--- config.mk ---
export PLATFORM = sky130hd
export DESIGN_NAME = som_train_ctrl
export DESIGN_NICKNAME = d
export VERILOG_FILES = /design/src/rtl/som_train_ctrl.sv
export SDC_FILE = /design/constraint.sdc
export NUM_CORES = 1
export LEC_CHECK = 0
export ABC_AREA = 1
export ABC_CLOCK_PERIOD_IN_PS = 6840
export CORE_MARGIN = 2
export CORE_UTILIZATION = 40
export DETAILED_ROUTE_END_ITERATION = 12
export DONT_BUFFER_PORTS = 1
export HOLD_SLACK_MARGIN = 0.05
export PLACE_DENSITY = 0.6
export REMOVE_ABC_BUFFERS = 1
export SLEW_MARGIN = 20
export SYNTH_ARGS = -nofsm -noshare
export SYNTH_HDL_FRONTEND = slang
export SYNTH_SLANG_ARGS = --single-unit
--- constraint.sdc ---
create_clock -name clk -period 6.84 [get_ports clk]
set_clock_uncertainty 0.2 [all_clocks]
set_input_delay 2.052 -clock clk [delete_from_list [all_inputs] [get_ports clk]]
set_output_delay 2.052 -clock clk [all_outputs]
set_load 0.02 [all_outputs]
--- src/rtl/som_train_ctrl.sv ---
// som_train_ctrl: sequences one SOM training run over the 8x8 VEP array.
// For each sample it loads the sample, waits DIST_LAT cycles for the VEP
// distances to settle, captures the winner, then scans all 64 VEPs and
// enables weight update for those inside the current neighbourhood radius.
// The radius decays and the learning-rate shift grows once per epoch.
//
// Optional feature (macro SOM_EARLY_STOP_EN): per-sample winner memory and
// per-epoch change count; the run ends early after any epoch >= 1 in which
// no winner changed, and stopped_early reports it.
//
// Ports:
//   clk, rst_n            clock, synchronous active-low reset
//   start                 run start pulse (ignored while busy)
//   busy, done            run in progress / end-of-run pulse
//   sample_addr           current sample index
//   sample_load           one-cycle sample latch strobe for the VEPs
//   winner_x_in/_y_in     winner coordinates from the winner-select tree
//   win_x, win_y          captured winner
//   upd_en, upd_x, upd_y  weight-update enable for the scanned VEP
//   lr_shift              current learning-rate right shift
//   epoch                 current epoch index
//   stopped_early         (SOM_EARLY_STOP_EN only) run ended by convergence
module som_train_ctrl #(
  parameter int unsigned NUM_SAMPLES = 16,
  parameter int unsigned SAMPLE_AW   = 4,
  parameter int unsigned NUM_EPOCHS  = 8,
  parameter int unsigned DIST_LAT    = 2,
  parameter int unsigned INIT_RADIUS = 3,
  parameter int unsigned INIT_SHIFT  = 1
) (
  input  logic                 clk,
  input  logic                 rst_n,
  input  logic                 start,
  output logic                 busy,
  output logic                 done,
  output logic [SAMPLE_AW-1:0] sample_addr,
  output logic                 sample_load,
  input  logic [2:0]           winner_x_in,
  input  logic [2:0]           winner_y_in,
  output logic [2:0]           win_x,
  output logic [2:0]           win_y,
  output logic                 upd_en,
  output logic [2:0]           upd_x,
  output logic [2:0]           upd_y,
  output logic [2:0]           lr_shift,
  output logic [3:0]           epoch
`ifdef SOM_EARLY_STOP_EN
  ,
  output logic                 stopped_early
`endif
);

  localparam int unsigned WAIT_W = (DIST_LAT > 1) ? $clog2(DIST_LAT) : 1;
  localparam int unsigned SCAN_W = 6;

  typedef enum logic [2:0] {
    S_IDLE,
    S_LOAD,
    S_WAIT,
    S_CAPT,
    S_UPD,
    S_NEXT,
    S_DONE
  } state_t;

  state_t              state;
  logic [WAIT_W-1:0]   wait_cnt;
  logic [SCAN_W-1:0]   scan;
  logic [SCAN_W-1:0]   scan_inc;
  logic [2:0]          radius;
  logic [3:0]          epoch_inc;
  logic                last_sample;
  logic                last_epoch;
  logic                stop_early;

  // Chebyshev distance test, clipped at the array edges (no wrap).
  function automatic logic in_hood(input logic [2:0] x, input logic [2:0] y,
                                   input logic [2:0] wx, input logic [2:0] wy,
                                   input logic [2:0] r);
    logic [3:0] dx;
    logic [3:0] dy;
    dx = (x >= wx) ? ({1'b0, x} - {1'b0, wx}) : ({1'b0, wx} - {1'b0, x});
    dy = (y >= wy) ? ({1'b0, y} - {1'b0, wy}) : ({1'b0, wy} - {1'b0, y});
    return (dx <= {1'b0, r}) && (dy <= {1'b0, r});
  endfunction

  assign scan_inc    = scan + 6'd1;
  assign epoch_inc   = epoch + 4'd1;
  assign last_sample = !(sample_addr < SAMPLE_AW'(NUM_SAMPLES - 1));
  assign last_epoch  = (epoch_inc == 4'(NUM_EPOCHS));
  assign upd_x       = scan[2:0];
  assign upd_y       = scan[5:3];

`ifdef SOM_EARLY_STOP_EN
  localparam int unsigned CHG_W = $clog2(NUM_SAMPLES + 1);

  logic [5:0]       win_mem [NUM_SAMPLES];
  logic [CHG_W-1:0] chg_cnt;
  logic             win_changed;

  assign win_changed = (win_mem[sample_addr] != {winner_y_in, winner_x_in});
  // Convergence only counts once a previous epoch exists to compare against.
  assign stop_early  = (epoch != 4'd0) && (chg_cnt == CHG_W'(0));

  // Winner history, written at capture time; read only from epoch 1 on.
  always_ff @(posedge clk) begin
    if (state == S_CAPT) begin
      win_mem[sample_addr] <= {winner_y_in, winner_x_in};
    end
  end
`else
  assign stop_early = 1'b0;
`endif

  // Main sequencer; all outputs are registered on state entry.
  always_ff @(posedge clk) begin
    if (!rst_n) begin
      state       <= S_IDLE;
      busy        <= 1'b0;
      done        <= 1'b0;
      sample_addr <= '0;
      sample_load <= 1'b0;
      win_x       <= 3'd0;
      win_y       <= 3'd0;
      upd_en      <= 1'b0;
      scan        <= '0;
      lr_shift    <= 3'd0;
      epoch       <= 4'd0;
      radius      <= 3'd0;
      wait_cnt    <= '0;
`ifdef SOM_EARLY_STOP_EN
      chg_cnt       <= '0;
      stopped_early <= 1'b0;
`endif
    end else begin
      done        <= 1'b0;
      sample_load <= 1'b0;
      upd_en      <= 1'b0;
      case (state)
        S_IDLE: begin
          if (start) begin
            state       <= S_LOAD;
            busy        <= 1'b1;
            sample_load <= 1'b1;
            epoch       <= 4'd0;
            sample_addr <= '0;
            radius      <= 3'(INIT_RADIUS);
            lr_shift    <= 3'(INIT_SHIFT);
`ifdef SOM_EARLY_STOP_EN
            chg_cnt       <= '0;
            stopped_early <= 1'b0;
`endif
          end
        end
        S_LOAD: begin
          state    <= S_WAIT;
          wait_cnt <= '0;
        end
        S_WAIT: begin
          if (wait_cnt == WAIT_W'(DIST_LAT - 1)) begin
            state <= S_CAPT;
          end else begin
            wait_cnt <= wait_cnt + 1'b1;
          end
        end
        S_CAPT: begin
          // Enable for idx 0 uses the winner being captured this edge.
          win_x  <= winner_x_in;
          win_y  <= winner_y_in;
          scan   <= '0;
          upd_en <= in_hood(3'd0, 3'd0, winner_x_in, winner_y_in, radius);
          state  <= S_UPD;
`ifdef SOM_EARLY_STOP_EN
          if ((epoch != 4'd0) && win_changed) begin
            chg_cnt <= chg_cnt + 1'b1;
          end
`endif
        end
        S_UPD: begin
          if (scan == 6'd63) begin
            scan  <= '0;
            state <= S_NEXT;
          end else begin
            scan   <= scan_inc;
            upd_en <= in_hood(scan_inc[2:0], scan_inc[5:3], win_x, win_y, radius);
          end
        end
        S_NEXT: begin
          if (!last_sample) begin
            sample_addr <= sample_addr + 1'b1;
            sample_load <= 1'b1;
            state       <= S_LOAD;
          end else begin
            sample_addr <= '0;
            epoch       <= epoch_inc;
            radius      <= (radius != 3'd0) ? (radius - 3'd1) : 3'd0;
            lr_shift    <= (lr_shift != 3'd7) ? (lr_shift + 3'd1) : 3'd7;
`ifdef SOM_EARLY_STOP_EN
            chg_cnt <= '0;
            if (stop_early && !last_epoch) begin
              stopped_early <= 1'b1;
            end
`endif
            if (last_epoch || stop_early) begin
              done  <= 1'b1;
              state <= S_DONE;
            end else begin
              sample_load <= 1'b1;
              state       <= S_LOAD;
            end
          end
        end
        S_DONE: begin
          busy  <= 1'b0;
          state <= S_IDLE;
        end
        default: begin
          busy  <= 1'b0;
          state <= S_IDLE;
        end
      endcase
    end
  end

endmodule
* Word level (Yosys, flattened, before mapping)
Index checks and enable logic that the tools add are counted.
** Word-level totals
- Register bits :: 34
- Input port bits :: 9
- Output and inout port bits :: 27
- Word-level logic and storage cells :: 97
** Cells by class
- Add/sub/neg operators :: 12
- $lt $le $gt $ge :: 9
- Equal/unequal tests :: 12
- Multiplexer cells :: 35
- Bitwise logic cells :: 3
- Reductions and logical operators :: 13
** Operator list (count)
- 3-bit two-way mux :: 10
- 4-bit two-way mux :: 7
- 3-bit case mux with 6 select lines :: 1
- 4-bit by 3-bit less-or-equal comparator with 1-bit output :: 4
- 4-bit case mux with 2 select lines :: 2
- 3-bit by 3-bit subtractor with 4-bit output :: 4
- 3-bit case mux with 2 select lines :: 2
- 6-bit case mux with 2 select lines :: 1
- 4-bit by 1-bit adder with 4-bit output, second input constant :: 2
- 2-bit inequality test, second input constant :: 4
- 1-bit case mux with 2 select lines :: 4
- 1-bit by 3-bit subtractor with 4-bit output, first input constant :: 2
- 1-bit two-way mux :: 7
- 6-bit by 1-bit adder with 6-bit output, second input constant :: 1
- 3-bit by 2-bit == test with 1-bit output, second input constant :: 2
- 3-bit == test, second input constant :: 2
- 6-bit == test, second input constant :: 1
- 1-bit by 3-bit greater-or-equal comparator with 1-bit output, first input constant :: 2
- 3-bit greater-or-equal comparator :: 2
- 6-bit two-way mux :: 1
- 3-bit AND reduction :: 2
- 2-bit nonzero test :: 3
- 5-bit OR reduction :: 1
- 4-bit == test, second input constant :: 1
- other kinds (12) :: 16

* Logic depth before layout (Yosys ltp)
- Depth in word-level cells :: 7
- Gate-level depth with buffers :: 21
- Depth with buffers taken out :: 21

* Worst setup path before layout
Ideal clock, no wire load.
- Path type :: in2reg
- Start :: input port winner_x_in[0]
- End :: register upd_en
- Setup time :: 70 ps
- Arrival time :: 3285 ps
- Required time :: 6570 ps
- Path slack :: 3284 ps
- Stages :: 10
- Path buffers :: 0
- Cells stage by stage :: inv_1 ha_1 nor2_1 a21oi_1 ha_1 a21oi_1 nor2_1 o21ai_0 nand3_1 a21oi_1
** On the way
- Longest elaborated chain between the ends :: 5
- Elaborated cells on any way between the ends :: 6
** RTL lines
- start: declaration :: line 38 : input logic [2:0] winner_x_in,
- 1-bit by 3-bit subtractor with 4-bit output or 1-bit by 3-bit greater-or-equal comparator with 1-bit output (tied branches) :: line 82 : dx = (x >= wx) ? ({1'b0, x} - {1'b0, wx}) : ({1'b0, wx} - {1'b0, x});
- 4-bit two-way mux (*) :: line 82
- 4-bit by 3-bit less-or-equal comparator with 1-bit output (*) :: line 84 : return (dx <= {1'b0, r}) && (dy <= {1'b0, r});
- 1-bit logical AND (*) :: line 84
- 1-bit case mux with 2 select lines (*) :: line 139 : case (state)
- end signal: assignment :: line 171 : upd_en <= in_hood(3'd0, 3'd0, winner_x_in, winner_y_in, radius);
- end signal: assignment :: line 185 : upd_en <= in_hood(scan_inc[2:0], scan_inc[5:3], win_x, win_y, radius);
- end: declaration :: line 42 : output logic upd_en,
Every way passes the cells marked *; elsewhere a longest branch is shown, timed or not.
A chain may end at the register's enable or synchronous reset.

* Worst setup path in the final report
- Start :: register scan[0]
- End :: register upd_en
** On the way
- Longest elaborated chain between the ends :: 7
- Elaborated cells on any way between the ends :: 15
** RTL lines
- start: declaration :: line 68 : logic [SCAN_W-1:0] scan;
- start signal: assignment :: line 184 : scan <= scan_inc;
- 6-bit by 1-bit adder with 6-bit output :: line 87 : assign scan_inc = scan + 6'd1;
- 3-bit by 3-bit subtractor with 4-bit output (tied with other cells) :: line 82
- 4-bit two-way mux, on equally long branches :: line 82, 83
- 4-bit by 3-bit less-or-equal comparator with 1-bit output :: line 84
- 1-bit logical AND :: line 84
- 1-bit two-way mux (*) :: line 180 : if (scan == 6'd63) begin
- 1-bit case mux with 2 select lines (*) :: line 139
Marks and branches as above.

==> impl_metrics.json <==
{
  "yosysSeqAreaShare_pct": 29.1,
  "stdcell_area_mm2": 0.00251,
  "p_per_area_mw_per_mm2": 217,
  "grt_use_total_pct": 17.2,
  "synth_seq_cells": 34,
  "yosys-top-cells-area": "dfxtp_1 (29%), ha_1 (17%), nand2_1 (9.9%)",
  "start_util_pct": 42.0,
  "p_leak_nw": 1.15,
  "detail-route-antenna-nets": 0,
  "vias": 1941,
  "finalSetupViolations": 0,
  "grt_pass1_vias": 1933,
  "cp-end-kind": "register",
  "cts_resized": 0,
  "firstDrtPassIters": 4,
  "clock_path_buffers": 2,
  "crit_required_ps": 6870,
  "netlist.top_cell.by_area": "dfxtp_1",
  "hold_path.class": "register to register",
  "numCtsBuffers": 5,
  "critical_path_class": "register to register",
  "drive_above_1_share_pct": 6.58,
  "critPathLaunchType": "register",
  "slowest_delay_ps": 600,
  "worst_pin_slew_ps": 683,
  "insertion_delay_ps": 300,
  "synth_warnings": 0,
  "relSlewSlack_pct": 54.4,
  "cp_cell_sequence": "ha_1 > nand3_1 > inv_1 > or2_2 > nand2_1 > fa_1 > inv_1 > fa_1 > inv_1 > nand2_1 > mux2i_1 > ha_1 > nand2_1 > nand2_1 > nand2_1 > nand2_1 > nand2_1 > nand2_1 > nor2_1 > nand2_1 > a21oi_1",
  "fill_cells": 607,
  "ff2ff_setup_slack_ps": 3450,
  "crit_path_top_delay_cell": "dfxtp_1",
  "via_per_inst": 4.96,
  "syn_avg_cell_area_um2": 7.43,
  "worst_ep_arrival_time_ps": 3420,
  "dp_hpwl_um": 3830,
  "path_buf_inv": 3,
  "n_antenna_cell": 0,
  "place_area_mm2": 0.00241,
  "final-hold-violation-count": 0,
  "synth.distinct_cells": 31,
  "p_clk_share_pct": 29.1,
  "chipHeight_um": 80.5,
  "drt_iter0_drc": 77,
  "cts.clk_slew.worst_paths_ps": 80,
  "ir_worst_vdd_mv": 0.0943,
  "comb_power_share_pct": 27.6,
  "final_cell_mix": "nand2_1 (62), inv_1 (52), a21oi_1 (34), dfxtp_1 (34), ha_1 (32)",
  "cts_tree": "built",
  "port_buffers": 0,
  "drv_cap": 0,
  "root_buffer": "clkbuf_8",
  "grt-ovfl-total": 0,
  "p_sw_share_pct": 35.3,
  "grt_antenna_before_repair": 0,
  "coreArea_mm2": 0.00557,
  "grt_max_degree": 22,
  "fin_crit_ps": 3390,
  "post_cts_buffers": 0,
  "outcome": "completed",
  "crit_top_cell": "nand2_1",
  "critPathTopFamily": "adder cells",
  "synthArstFlopShare_pct": 0,
  "synth-main-ff-cell": "dfxtp_1",
  "p_sw_mw": 0.192,
  "dieWidth_um": 80.5,
  "rsz0062_at_grt": "no",
  "cts.htree.levels": 2,
  "synth_enable_flop_cells": 0,
  "fmax_mhz": 295,
  "wl_per_cell_um": 12.5,
  "io_pins": 36,
  "gp_congestion": 0.808,
  "synth_top_area_share_pct": 29.1,
  "grt_pass1_wl_um": 8660,
  "synth_cells": 315,
  "period_share_pct": 49.6,
  "syn-cell-area_mm2": 0.00234,
  "power_mw": 0.545,
  "pwr-share-seq_pct": 43.3,
  "report.final.slew_viol_count": 0,
  "layout_commonest_cell": "nand2_1",
  "numClockSinks": 34,
  "intPower_mw": 0.352,
  "nets": 365,
  "rows": 27,
  "holdBufCountCts": 0,
  "drc": 0,
  "area_delta_synth_final_pct": 7.22,
  "setup_tns_ps": 0,
  "cp_max_fo": 7,
  "die_area_mm2": 0.00648,
  "wirelength_um": 4900
}
==> final timing paths <==
path | cells after the start | from | endpoint
hold / removal | 2 | wait_cnt$_SDFFE_PN0P_ | wait_cnt$_SDFFE_PN0P_
setup / recovery | 21 | scan[0]$_SDFFE_PN0P_ | upd_en$_SDFF_PN0_
hold reg to reg | 2 | wait_cnt$_SDFFE_PN0P_ | wait_cnt$_SDFFE_PN0P_
setup reg to reg | 21 | scan[0]$_SDFFE_PN0P_ | upd_en$_SDFF_PN0_
==> registers in the layout, summed over array words and instances (netlist names) <==
| signal | flops |
|---|---|
| sample_load | 1 |
| sample_addr | 4 |
| state | 3 |
| win_y | 3 |
| lr_shift | 3 |
| win_x | 3 |
| wait_cnt | 1 |
| busy | 1 |
| scan | 6 |
| epoch | 4 |
| done | 1 |
| upd_en | 1 |
| radius | 3 |
==> cells by family (layout without fill, tap and decap cells) <==
family / count (synthesis) / after routing / share of synthesized area (%)
buffers and inverters: 58 / 62 / 9.35
adders and majority gates: 38 / 38 / 22.2
xor gates and xnor gates: 6 / 6 / 2.24
muxes: 2 / 2 / 0.855
DFF: 34 / 34 / 29.1
AOI/OAI and AO/OA: 65 / 65 / 15.4
and+or+nand+nor: 112 / 112 / 20.8
==> cell type report <==
type                       count  area, µm²  area share [%]
sequential                    34        681            27.1
inverter                      54        203            8.08
tap                           72       90.1            3.59
clock inverter                 2       12.5           0.499
multi-input combinational    223       1440            57.4
clock buffer                   6       82.6            3.29
==> power by group through the flow <==
stage | registers [mW] | logic, mW | clock network, mW
after floorplan | 0.236 | 0.123 | 0
after global placement | 0.240 | 0.148 | 0
after detailed placement | 0.241 | 0.150 | 0
after CTS | 0.236 | 0.152 | 0.163
after global routing | 0.238 | 0.182 | 0.172
final | 0.236 | 0.150 | 0.158
==> stage by stage <==
step / std cells / utilization [%] / hold WS (ps) / setup slack (ps)
floorplan: 311 / - / 237 / 3280
global placement: 383 / 43.3 / 251 / 3220
detailed placement: 383 / 43.3 / 252 / 3200
CTS: 391 / 45.0 / 264 / 3410
global route: 391 / 45.0 / 284 / 3120
finish: 391 / 45.0 / 258 / 3450
==> layer usage <==
metal	wire length (µm)	global-route usage (%)	part of all wire (%)
met2	2270	28.7	46
met3	278	5.06	5.7
met4	85	6.61	1.7
met1	2260	20.7	46
met5	0	0	0
==> worst register-to-register path, delay by kind of cell (launching register included) <==
kind / cells / cell delay [ps]
adders and majority gates: 4 / 1080
buffers and inverters: 3 / 220
and+or+nand+nor: 12 / 880
DFF: 1 / 600
AOI/OAI and AO/OA: 1 / 110
muxes: 1 / 230
==> Yosys cell counts, drive strengths merged (4+ instances only) <==
cell / count
a21oi: 34
a22oi: 4
a31oi: 4
dfxtp: 34
fa: 6
ha: 32
inv: 54
nand2: 63
nand3: 19
nor2: 23
o21ai: 20
xor2: 4
Power figures use the tool's default switching activity.
